==> config.mk <==
export PLATFORM = sky130hd
export DESIGN_NAME = ps2_guess_input
export DESIGN_NICKNAME = d
export VERILOG_FILES = /design/src/rtl/ps2_guess_input.sv
export SDC_FILE = /design/constraint.sdc
export NUM_CORES = 1
export LEC_CHECK = 0
export ABC_CLOCK_PERIOD_IN_PS = 4700
export CAP_MARGIN = 10
export CORE_AREA = 8 8 98 100
export CTS_CLUSTER_DIAMETER = 30
export CTS_CLUSTER_SIZE = 28
export DETAILED_ROUTE_END_ITERATION = 10
export DIE_AREA = 0 0 106 108
export GPL_TIMING_DRIVEN = 0
export PLACE_DENSITY = 0.73
export SLEW_MARGIN = 5
export SYNTH_ARGS = -nofsm -noshare
export SYNTH_HDL_FRONTEND = slang
export SYNTH_SLANG_ARGS = --single-unit
export TNS_END_PERCENT = 5
==> constraint.sdc <==
create_clock -name clk -period 4.7 [get_ports clk]
set_input_delay 0.94 -clock clk [delete_from_list [all_inputs] [get_ports clk]]
set_output_delay 0.94 -clock clk [all_outputs]
set_load 0.02 [all_outputs]
==> src/rtl/ps2_guess_input.sv <==
// PS/2 keyboard front end for hangman: receives set-2 scan codes and turns each
// newly pressed letter key into a one-cycle guess pulse (or a repeat-guess pulse).
module ps2_guess_input #(
    parameter int TIMEOUT_CYCLES = 50000
) (
    input  logic        clk,
    input  logic        reset,
    input  logic        ps2_clk,
    input  logic        ps2_dat,
    input  logic        enable,
    input  logic [25:0] guessed_mask,
    output logic        load,
    output logic [4:0]  load_x,
    output logic        repeat_guess,
    output logic        frame_err
);
    localparam int IW = $clog2(TIMEOUT_CYCLES + 1);

    typedef enum logic [1:0] {ST_MAKE, ST_BRK, ST_EXT, ST_EXT_BRK} state_t;

    logic [1:0]    r_clk_sync;
    logic [1:0]    r_dat_sync;
    logic          r_clk_prev;
    logic [3:0]    r_bit_cnt;
    logic [7:0]    r_shift;
    logic          r_parity;
    logic [IW-1:0] r_idle;
    logic          r_byte_valid;
    logic [7:0]    r_byte;
    logic          r_frame_err;

    state_t        r_state;
    logic [7:0]    r_held;
    logic          r_load;
    logic [4:0]    r_load_x;
    logic          r_repeat;

    logic          w_fall;
    logic          w_dat;
    logic          w_is_letter;
    logic [4:0]    w_idx;

    // Synchronizers reset to the idle-high line level so reset never fakes an edge.
    assign w_fall = r_clk_prev & ~r_clk_sync[1];
    assign w_dat  = r_dat_sync[1];

    always_ff @(posedge clk) begin
        if (reset) begin
            r_clk_sync   <= 2'b11;
            r_dat_sync   <= 2'b11;
            r_clk_prev   <= 1'b1;
            r_bit_cnt    <= 4'd0;
            r_shift      <= 8'd0;
            r_parity     <= 1'b0;
            r_idle       <= '0;
            r_byte_valid <= 1'b0;
            r_byte       <= 8'd0;
            r_frame_err  <= 1'b0;
        end else begin
            r_clk_sync   <= {r_clk_sync[0], ps2_clk};
            r_dat_sync   <= {r_dat_sync[0], ps2_dat};
            r_clk_prev   <= r_clk_sync[1];
            r_byte_valid <= 1'b0;
            r_frame_err  <= 1'b0;
            if (w_fall) begin
                r_idle <= '0;
                case (r_bit_cnt)
                    4'd0: if (!w_dat) r_bit_cnt <= 4'd1;
                    4'd1, 4'd2, 4'd3, 4'd4, 4'd5, 4'd6, 4'd7, 4'd8: begin
                        r_shift   <= {w_dat, r_shift[7:1]};
                        r_bit_cnt <= r_bit_cnt + 4'd1;
                    end
                    4'd9: begin
                        r_parity  <= w_dat;
                        r_bit_cnt <= 4'd10;
                    end
                    default: begin
                        r_bit_cnt <= 4'd0;
                        if ((^{r_shift, r_parity}) && w_dat) begin
                            r_byte       <= r_shift;
                            r_byte_valid <= 1'b1;
                        end else begin
                            r_frame_err  <= 1'b1;
                        end
                    end
                endcase
            end else if (r_bit_cnt != 4'd0) begin
                if (r_idle == IW'(TIMEOUT_CYCLES - 1)) begin
                    r_bit_cnt   <= 4'd0;
                    r_idle      <= '0;
                    r_frame_err <= 1'b1;
                end else begin
                    r_idle <= r_idle + IW'(1);
                end
            end
        end
    end

    always_comb begin
        w_is_letter = 1'b1;
        w_idx       = 5'd0;
        case (r_byte)
            8'h1C: w_idx = 5'd0;   8'h32: w_idx = 5'd1;   8'h21: w_idx = 5'd2;
            8'h23: w_idx = 5'd3;   8'h24: w_idx = 5'd4;   8'h2B: w_idx = 5'd5;
            8'h34: w_idx = 5'd6;   8'h33: w_idx = 5'd7;   8'h43: w_idx = 5'd8;
            8'h3B: w_idx = 5'd9;   8'h42: w_idx = 5'd10;  8'h4B: w_idx = 5'd11;
            8'h3A: w_idx = 5'd12;  8'h31: w_idx = 5'd13;  8'h44: w_idx = 5'd14;
            8'h4D: w_idx = 5'd15;  8'h15: w_idx = 5'd16;  8'h2D: w_idx = 5'd17;
            8'h1B: w_idx = 5'd18;  8'h2C: w_idx = 5'd19;  8'h3C: w_idx = 5'd20;
            8'h2A: w_idx = 5'd21;  8'h1D: w_idx = 5'd22;  8'h22: w_idx = 5'd23;
            8'h35: w_idx = 5'd24;  8'h1A: w_idx = 5'd25;
            default: w_is_letter = 1'b0;
        endcase
    end

    // held == 0 means no letter key is down; 0x00 is never a letter code.
    always_ff @(posedge clk) begin
        if (reset) begin
            r_state  <= ST_MAKE;
            r_held   <= 8'd0;
            r_load   <= 1'b0;
            r_load_x <= 5'd0;
            r_repeat <= 1'b0;
        end else begin
            r_load   <= 1'b0;
            r_repeat <= 1'b0;
            if (r_byte_valid) begin
                case (r_state)
                    ST_MAKE: begin
                        if (r_byte == 8'hF0) begin
                            r_state <= ST_BRK;
                        end else if (r_byte == 8'hE0) begin
                            r_state <= ST_EXT;
                        end else if (w_is_letter && (r_byte != r_held)) begin
                            r_held <= r_byte;
                            if (enable) begin
                                if (guessed_mask[w_idx]) begin
                                    r_repeat <= 1'b1;
                                end else begin
                                    r_load   <= 1'b1;
                                    r_load_x <= w_idx;
                                end
                            end
                        end
                    end
                    ST_BRK: begin
                        r_state <= ST_MAKE;
                        if (r_byte == r_held) r_held <= 8'd0;
                    end
                    ST_EXT:  r_state <= (r_byte == 8'hF0) ? ST_EXT_BRK : ST_MAKE;
                    default: r_state <= ST_MAKE;
                endcase
            end
        end
    end

    assign load         = r_load;
    assign load_x       = r_load_x;
    assign repeat_guess = r_repeat;
    assign frame_err    = r_frame_err;
endmodule

### Yosys cells after proc, flatten, opt, wreduce, memory -nomap -nowiden

Cells that the tools add are included.

* add/subtract/negate cells: 2
* magnitude comparators: 1
* eq/ne operators: 48
* muxes and demuxes: 27
* bitwise logic cells: 11
* reductions and logical operators: 22

Operators with widths (number)
* equality test 8 x 6 -> 1 bit, second input constant: 16
* case mux 5 bit (25 select lines): 1
* equality test 8 x 5 -> 1 bit, second input constant: 5
* equality test 8 x 7 -> 1 bit, second input constant: 5
* 2-to-1 mux 8 bit: 4
* OR reduction 26 bit: 1
* adder 16 x 1 -> 16 bit, second input constant: 1
* equality test 16 bit, second input constant: 1
* equality test 4 x 3 -> 1 bit, second input constant: 4
* equality test 8 bit, second input constant: 2
* 2-to-1 mux 16 bit: 1
* 2-to-1 mux 4 bit: 4
* case mux 8 bit (2 select lines): 1
* case mux 4 bit (3 select lines): 1
* OR reduction 12 bit: 1
* 2-to-1 mux 1 bit: 10
* NOT 1 bit: 10
* OR reduction 10 bit: 1
* parity 9 bit: 1
* equality test 4 x 2 -> 1 bit, second input constant: 2
* equality test 4 bit, second input constant: 2
* equality test 8 bit: 1
* != test 2 bit, second input constant: 4
* != test 8 bit: 1
* other kinds (22): 31

* register bits after elaboration: 61
* input bits: 31
* output and inout bits: 8
* word-level logic and storage cells: 126

### Depth between registers and ports, before layout

Gate-level depths: netlist of run 1.

* word-level depth: 8
* depth in mapped cells: 11
* mapped depth without buffers: 10

### Worst setup path before layout of run 1

Ideal clock, no wire load.

* path kind: flip-flop to flip-flop
* start: reg r_byte[2]
* end: reg r_load_x[0], in the netlist load_x[0]
* arrival time: 2.563 ns
* path slack: 2.013 ns
* cell stages (with the launch flop): 12
* path buffers: 2
* cells stage by stage: dfxtp_1 > nor2b_1 > buf_2 > o21ai_1 > o22ai_1 > or4_1 > buf_2 > and2_1 > a22o_1 > o211ai_1 > a31oi_1 > mux2_1

* cells in the longest elaborated chain, start to end: 6
* elaborated cells on any way between the ends: 39
* those cells by class: eq/ne: 29; mux: 4; bitwise: 3; reduce/logical: 3

RTL lines
* start: declaration: line 29 `logic [7:0] r_byte;`
* start signal: assignment: line 80 `r_byte <= r_shift;`
* equality test 8 x 5 -> 1 bit, or another cell as far along: line 102 `case (r_byte)`
* case mux 5 bit (25 select lines): line 102
* binary-select mux 1 bit (select 5 bit): line 137 `if (guessed_mask[w_idx]) begin`
* 2-to-1 mux 1 bit (not written as such): line 137
* NOT 1 bit (no source line)
* AND reduction 7 bit (no source line)
* end signal: assignment: line 141 `r_load_x <= w_idx;`
* end: declaration: line 35 `logic [4:0] r_load_x;`

Parallel ways exist; a longest one is shown, timed or not. The select of a mux whose other input is x is not followed.
A chain may end at the register's enable or synchronous reset.

### Final worst setup path of run 1

* start: reg r_byte[2]
* end: reg r_load_x[3], in the netlist load_x[3]

The elaborated chain is that of the path after synthesis.

==> key figures, run 1 <==
CTS
  – Clock latency on the worst-skew pair: 0.34 ns
  – H-tree lvl count: 3
  – Worst-path clk slew: 0.07 ns
  – CTS Root Cell: clkbuf_8
  – Num CTS Buffers: 9
  – CTS max path bufs: 2
  – CTS tree: built
  – Post-cts resize count: 0
  – Clk sinks: 61
  – Post-CTS setup buffers: 0
  – Cts hold-fix bufs: 0

Drt
  – Final ANT Viol Nets: 0
  – Drt initial violations: 240
  – Final WL: 8280 um
  – Drc violations: 0
  – Vias post-DR: 3,190
  – Drt wl/cell: 14.2 um
  – First-pass detailed-route iteration total: 4
  – DR vias/cell: 5.49

Synthesis
  – Main synth FF type: dfxtp_1
  – Gate count of the mapped netlist: 422
  – Register area share after synthesis: 0.347
  – Post-Syn Nets: 458
  – Syn avg cell area: 8.34 um2
  – Number of flops mapped to enable cells by yosys: 0
  – FF+latch count, synth: 61
  – Asr flop ratio synth: 0
  – Syn Std Cell Area: 3520 um2
  – Synth Warn #: 0
  – Yosys cell types: 59

Layout
  – Ant. Diodes: 0
  – Area grow syn2layout: 21.3%
  – Fraction of layout cells with a size suffix above 1: 0.0924
  – Finished Cell Area: 4270 um2
  – Commonest cells after routing, fill and taps aside: dfxtp_1 (61), nor2_1 (54), clkdlybuf4s50_1 (38)
  – Most common cell after layout, fill and taps aside: dfxtp_1
  – Nets: 507
  – Post-Route Utilization: 0.531
  – Finished Layout Cells: 581

Worst setup path
  – Slowest stage delay, CP: 0.34 ns
  – WP buf/inv: 2
  – Critical path launch point type: flop
  – Critical path startpoint: r_byte[2]
  – Largest delay share family, worst path: compound AO/OA/AOI/OAI gates
  – Worst-path cell chain: buf_2, nor3b_1, nand2_1, o31ai_1, a211oi_2, o21ai_0, o41a_1, clkbuf_1, nand3_1, a31o_1, a221oi_1
  – Endpoint class of the critical path: flop
  – FF-to-FF Start: r_byte[2]
  – CP required: 4.95 ns
  – Arrival time worst endpoint: 3.38 ns
  – Critical-path top delay cell: dfxtp_1
  – CP max FO: 10
  – Worst Setup Path Type: reg2reg

Run
  – MaxCap Viol Count: 0

Timing
  – Max Slew Vio Count: 0
  – Setup TNS: 0 ns
  – Slack of the critical path: 1.57 ns
  – FMAX: 319 MHz
  – Slew headroom: 0.460
  – Max Clock Skew: 0.00853 ns
  – Hold Fails Final Rpt: 0
  – Least-Margin Pin Slew: 0.804 ns
  – Final setup viols: 0
  – Tcrit/Tclk final: 0.666
  – WHS: 0.416 ns
  – Fin crit period: 3.13 ns
  – Unrepaired setup endpoints after global routing: no

Floorplanning
  – Die width: 106 um
  – Initial Utilization: 0.437
  – # IOs: 39
  – Core Rows: 33
  – Full die area: 11,400 um2
  – Die Y: 108 um
  – Core Box Area: 8050 um2

Global routing
  – Largest net degree at the start of global routing: 12
  – Vias in the first global route: 3,056
  – Grt ovf: 0
  – First-pass GRT wire length: 14,600 um
  – Initial antenna violation count: 0
  – Gr usage total: 0.153

Hold path
  – Min-delay src: r_clk_sync[0]
  – Type of the most critical hold path: reg2reg

Placement
  – Placed insts: 565
  – Placed Area: 4030 um2
  – IO buf count: 38
  – DP HPWL: 6060 um
  – Setup Slack @ Placement: 1.59 ns
  – GPL Wtd Cong: 0.916

Power
  – Worst ir drop on vdd: 0.205 mV
  – Leakage power: 1.68 nW
  – Design Power: 1.13 mW
  – Power density over the cells: 264 nW/um2

Run status
  – Outcome: finished, final reports clean
-- registers in the layout, indices dropped and copies added (netlist names) --
name,count
r_bit_cnt,4
r_byte_valid,1
r_state,2
r_held,8
r_dat_sync,2
r_clk_prev,1
r_shift,8
r_idle,16
r_clk_sync,2
r_parity,1
r_byte,8
load_x,5
repeat_guess,1
frame_err,1
load,1
-- path summary, 6_finish.rpt --
kind,slack [ns],cells after the start,end
worst min register to register,0.42,1,r_clk_sync[1]
worst min-delay path,0.42,1,r_clk_sync[1]
worst max-delay path,1.57,11,load_x[3]
worst max register to register,1.57,11,load_x[3]
-- worst register-to-register path, delay by kind of cell (launching register included) --
family | cells | cell delay (ns)
DFF | 1 | 0.34
and+or+nand+nor | 3 | 0.77
buffers and inverters | 2 | 0.59
AOI/OAI and AO/OA | 6 | 1.33
-- layer usage --
metal | wire length (um) | GRT usage | share of wire | vias up
li1 | - | - | - | 1622
met1 | 4050 | 0.198 | 0.49 | 1454
met2 | 3630 | 0.238 | 0.44 | 104
met3 | 502 | 0.0440 | 0.061 | 10
met4 | 91 | 0.0523 | 0.011 | 0
met5 | 0 | 0 | 0 | -
-- power breakdown --
part / internal, mW / switching, mW / total, mW
Combinational: 0.0303 / 0.0209 / 0.0512
Sequential: 0.519 / 0.00126 / 0.520
Clock: 0.352 / 0.204 / 0.556
Total: 0.902 / 0.226 / 1.13
-- layout make-up --
cell class	count	area [um2]
Sequential cell	61	1220
Clock buffer	10	128
Tap cell	105	131
Inverter	10	37.5
Timing Repair Buffer	38	380
Buffer	30	138
Fill cell	734	3780
Multi-Input combinational cell	321	2120
Clock inverter	6	111
-- synthesized netlist by cell type, types with 4 or more instances --
cell type  instances  area, um2
dfxtp_1           61       1220
nor2_1            54        203
mux2i_1           25        250
nand2_1           24       90.1
a21oi_1           22        110
xnor2_1           20        175
nand3_1           19       95.1
buf_2             14       70.1
clkbuf_1          14       52.6
o21ai_0           14       70.1
inv_1             10       37.5
nand4_1           10       62.6
xor2_1            10       87.6
nor2b_1            9       56.3
nor3_1             7       35.0
nor3b_1            6       45.0
or2_2              6       37.5
a221oi_1           5       43.8
a31oi_1            5       31.3
and3_1             5       31.3
ha_1               5       62.6
and2_1             4       25.0
and4_1             4       35.0
nand2b_1           4       25.0
nor4_1             4       25.0
o22ai_1            4       25.0
-- logic make-up after synthesis --
| kind of cell | share of synthesized area |
|---|---|
| buffers and inverters | 0.0498 |
| muxes | 0.0839 |
| adders and majority gates | 0.0178 |
| DFF | 0.347 |
| xor gates and xnor gates | 0.0746 |
| and+or+nand+nor | 0.265 |
| AOI/OAI and AO/OA | 0.162 |
Power figures use the tool's default switching activity.
==> inputs of run 2 (changes only) <==
- ABC_CLOCK_PERIOD_IN_PS: 4700 -> 3200
- clock period: 4.7 -> 3.2 ns (I/O delays scaled with it)
==> run 2 against run 1 <==
Effect of this change:
- die area did not move
- wire length rose by 4.2%
- sequential power rose by 47%
- hold slack barely moved
- global-route usage did not move
- non-clock buffer count rose by 4
- sequential share of layout area fell by 0.77 points
- critical path depth rose by 1
- largest cell class unchanged
- largest power group unchanged
==> key figures, run 2 (synthesized netlist as in run 1, its figures left out) <==
Run status
  – Outcome: finished, final reports clean (unchanged)

Power
  – Sequential Power Share: 0.461 (about the same)
  – Clock power frac: 0.493 (about the same)
  – Leakage power: 1.72 nW (was 1.68 nW)
  – Switching power: 334 uW (was 226 uW)
  – Design Power: 1.66 mW (was 1.13 mW)
  – Worst ir drop on vdd: 0.301 mV (was 0.205 mV)
  – Power density over the cells: 378 nW/um2 (was 264 nW/um2)
  – Internal: 1.32 mW (was 902 uW)
  – Comb pwr share: 0.046 (was 0.045)
  – Sw Share: 0.201 (about the same)

CTS
  – Worst-path clk slew: 0.07 ns (about the same)
  – CTS tree: built (unchanged)
  – CTS Root Cell: clkbuf_8 (unchanged)
  – Num CTS Buffers: 9 (unchanged)
  – H-tree lvl count: 3 (unchanged)
  – Clk sinks: 61 (unchanged)
  – CTS max path bufs: 2 (unchanged)
  – Clock latency on the worst-skew pair: 0.34 ns (about the same)

Worst setup path
  – Critical path launch point type: flop (unchanged)
  – CP max FO: 10 (unchanged)
  – CP required: 3.40 ns (was 4.95 ns)
  – Endpoint class of the critical path: flop (unchanged)
  – Arrival time worst endpoint: 3.20 ns (was 3.38 ns)
  – Worst Setup Path Type: reg2reg (unchanged)

Drt
  – Final ANT Viol Nets: 0 (unchanged)
  – Drc violations: 0 (unchanged)
  – Final WL: 8630 um (was 8280 um)
  – Drt wl/cell: 14.7 um (was 14.2 um)
  – DR vias/cell: 5.54 (was 5.49)
  – First-pass detailed-route iteration total: 5 (was 4)
  – Vias post-DR: 3,242 (was 3,190)
  – Drt initial violations: 224 (was 240)

Timing
  – Hold Fails Final Rpt: 0 (unchanged)
  – FMAX: 333 MHz (was 319 MHz)
  – Slack of the critical path: 0.197 ns (was 1.57 ns)
  – Max Clock Skew: 0.00825 ns (was 0.00853 ns)
  – Final setup viols: 0 (unchanged)
  – Slew headroom: 0.590 (was 0.460)
  – Fin crit period: 3.00 ns (was 3.13 ns)
  – Least-Margin Pin Slew: 0.615 ns (was 0.804 ns)
  – Tcrit/Tclk final: 0.938 (was 0.666)
  – Max Slew Vio Count: 0 (unchanged)

Layout
  – Nets: 511 (was 507)
  – Most common cell after layout, fill and taps aside: dfxtp_1 (unchanged)
  – Post-Route Utilization: 0.545 (was 0.531)
  – Area grow syn2layout: 24.7% (was 21.3%)
  – Fill count: 736 (was 734)
  – Largest register FFs: 16 (unchanged)
  – Fraction of layout cells with a size suffix above 1: 0.125 (was 0.0924)
  – Commonest cells after routing, fill and taps aside: dfxtp_1 (61), nor2_1 (54), clkdlybuf4s50_1 (38) (unchanged)
  – Ant. Diodes: 0 (unchanged)
  – Reg with most FFs: r_idle (unchanged)

Placement
  – DP HPWL: 6060 um (unchanged)
  – IO buf count: 38 (unchanged)
  – Setup Slack @ Placement: 0.0891 ns (was 1.59 ns)
  – GPL Wtd Cong: 0.916 (unchanged)

Global routing
  – Initial antenna violation count: 0 (unchanged)
  – First-pass GRT wire length: 14,600 um (unchanged)
  – Grt ovf: 0 (unchanged)
  – Largest net degree at the start of global routing: 12 (unchanged)
  – Gr usage total: 0.153 (unchanged)
  – Vias in the first global route: 3,056 (unchanged)

Floorplanning
  – Core Box Area: 8050 um2 (unchanged)
  – # IOs: 39 (unchanged)
  – Core Rows: 33 (unchanged)
  – Die Y: 108 um (unchanged)
  – Initial Utilization: 0.437 (unchanged)
  – Full die area: 11,400 um2 (unchanged)
  – Die width: 106 um (unchanged)

Run
  – MaxCap Viol Count: 0 (unchanged)

Hold path
  – Type of the most critical hold path: reg2reg (unchanged)
[run 2: power by group through the flow]
| stage | clock network [mW] | registers (mW) | logic, mW |
|---|---|---|---|
| 2_1_floorplan | 0 | 0.781 | 0.0291 |
| 3_3_place_gp | 0 | 0.781 | 0.0736 |
| 3_5_place_dp | 0 | 0.782 | 0.0747 |
| 4_1_cts | 0.832 | 0.764 | 0.0758 |
| 5_1_grt | 0.872 | 0.764 | 0.0837 |
| 6_report | 0.817 | 0.764 | 0.0762 |
[run 2: cell type report]
| class | count | area (um2) | area share |
|---|---|---|---|
| buffer | 29 | 143 | 0.0325 |
| multi-input combinational | 321 | 2200 | 0.501 |
| inverter | 10 | 37.5 | 0.00855 |
| clock buffer | 10 | 128 | 0.0291 |
| sequential | 61 | 1220 | 0.278 |
| timing repair buffer | 43 | 418 | 0.0952 |
| tap | 105 | 131 | 0.0299 |
| clock inverter | 6 | 111 | 0.0254 |
[run 2: worst paths after layout]
kind                 start  depth (start not counted)             to  slack, ns
min reg2reg  r_clk_sync[0]                          1  r_clk_sync[1]       0.42
max reg2reg      r_byte[1]                         12      load_x[2]       0.20
max              r_byte[1]                         12      load_x[2]       0.20
min          r_clk_sync[0]                          1  r_clk_sync[1]       0.42
[run 2: per-stage QoR]
step / cells / setup TNS (ns) / area, um2 / hold WS (ns)
2_1_floorplan: 422 / 0 / 3520 / 0.389
3_3_place_gp: 565 / 0 / 4030 / 0.392
3_5_place_dp: 565 / 0 / 4030 / 0.400
4_1_cts: 581 / 0 / 4270 / 0.416
5_1_grt: 585 / -0.160 / 4390 / 0.428
6_report: 585 / 0 / 4390 / 0.416
[run 2: timing repair]
action / 4_1_cts / 5_1_grt
endpoints found under the setup margin: 0 / 15
endpoints found under the hold margin: 0 / 0
buffers inserted: 0 / 5
hold buffers: 0 / 0
gates resized for setup: 0 / 21
[run 2: worst max-delay path, cell delays in order (launching register included)]
cell and delay [ns]:
dfxtp_1 0.39, nor2b_1 0.08, buf_2 0.18, o21ai_1 0.19, o22ai_1 0.18, or4_1 0.52
buf_2 0.18, and2_1 0.16, a22o_1 0.20, o211ai_1 0.30, buf_4 0.18, a31o_1 0.22
a221oi_1 0.10
[run 2: metal layers]
metal  wire (um)  share of wire  global-route usage
met3         466          0.054              0.0440
met5           0              0                   0
met1        4110           0.48               0.198
met2        3960           0.46               0.238
met4          90          0.010              0.0523
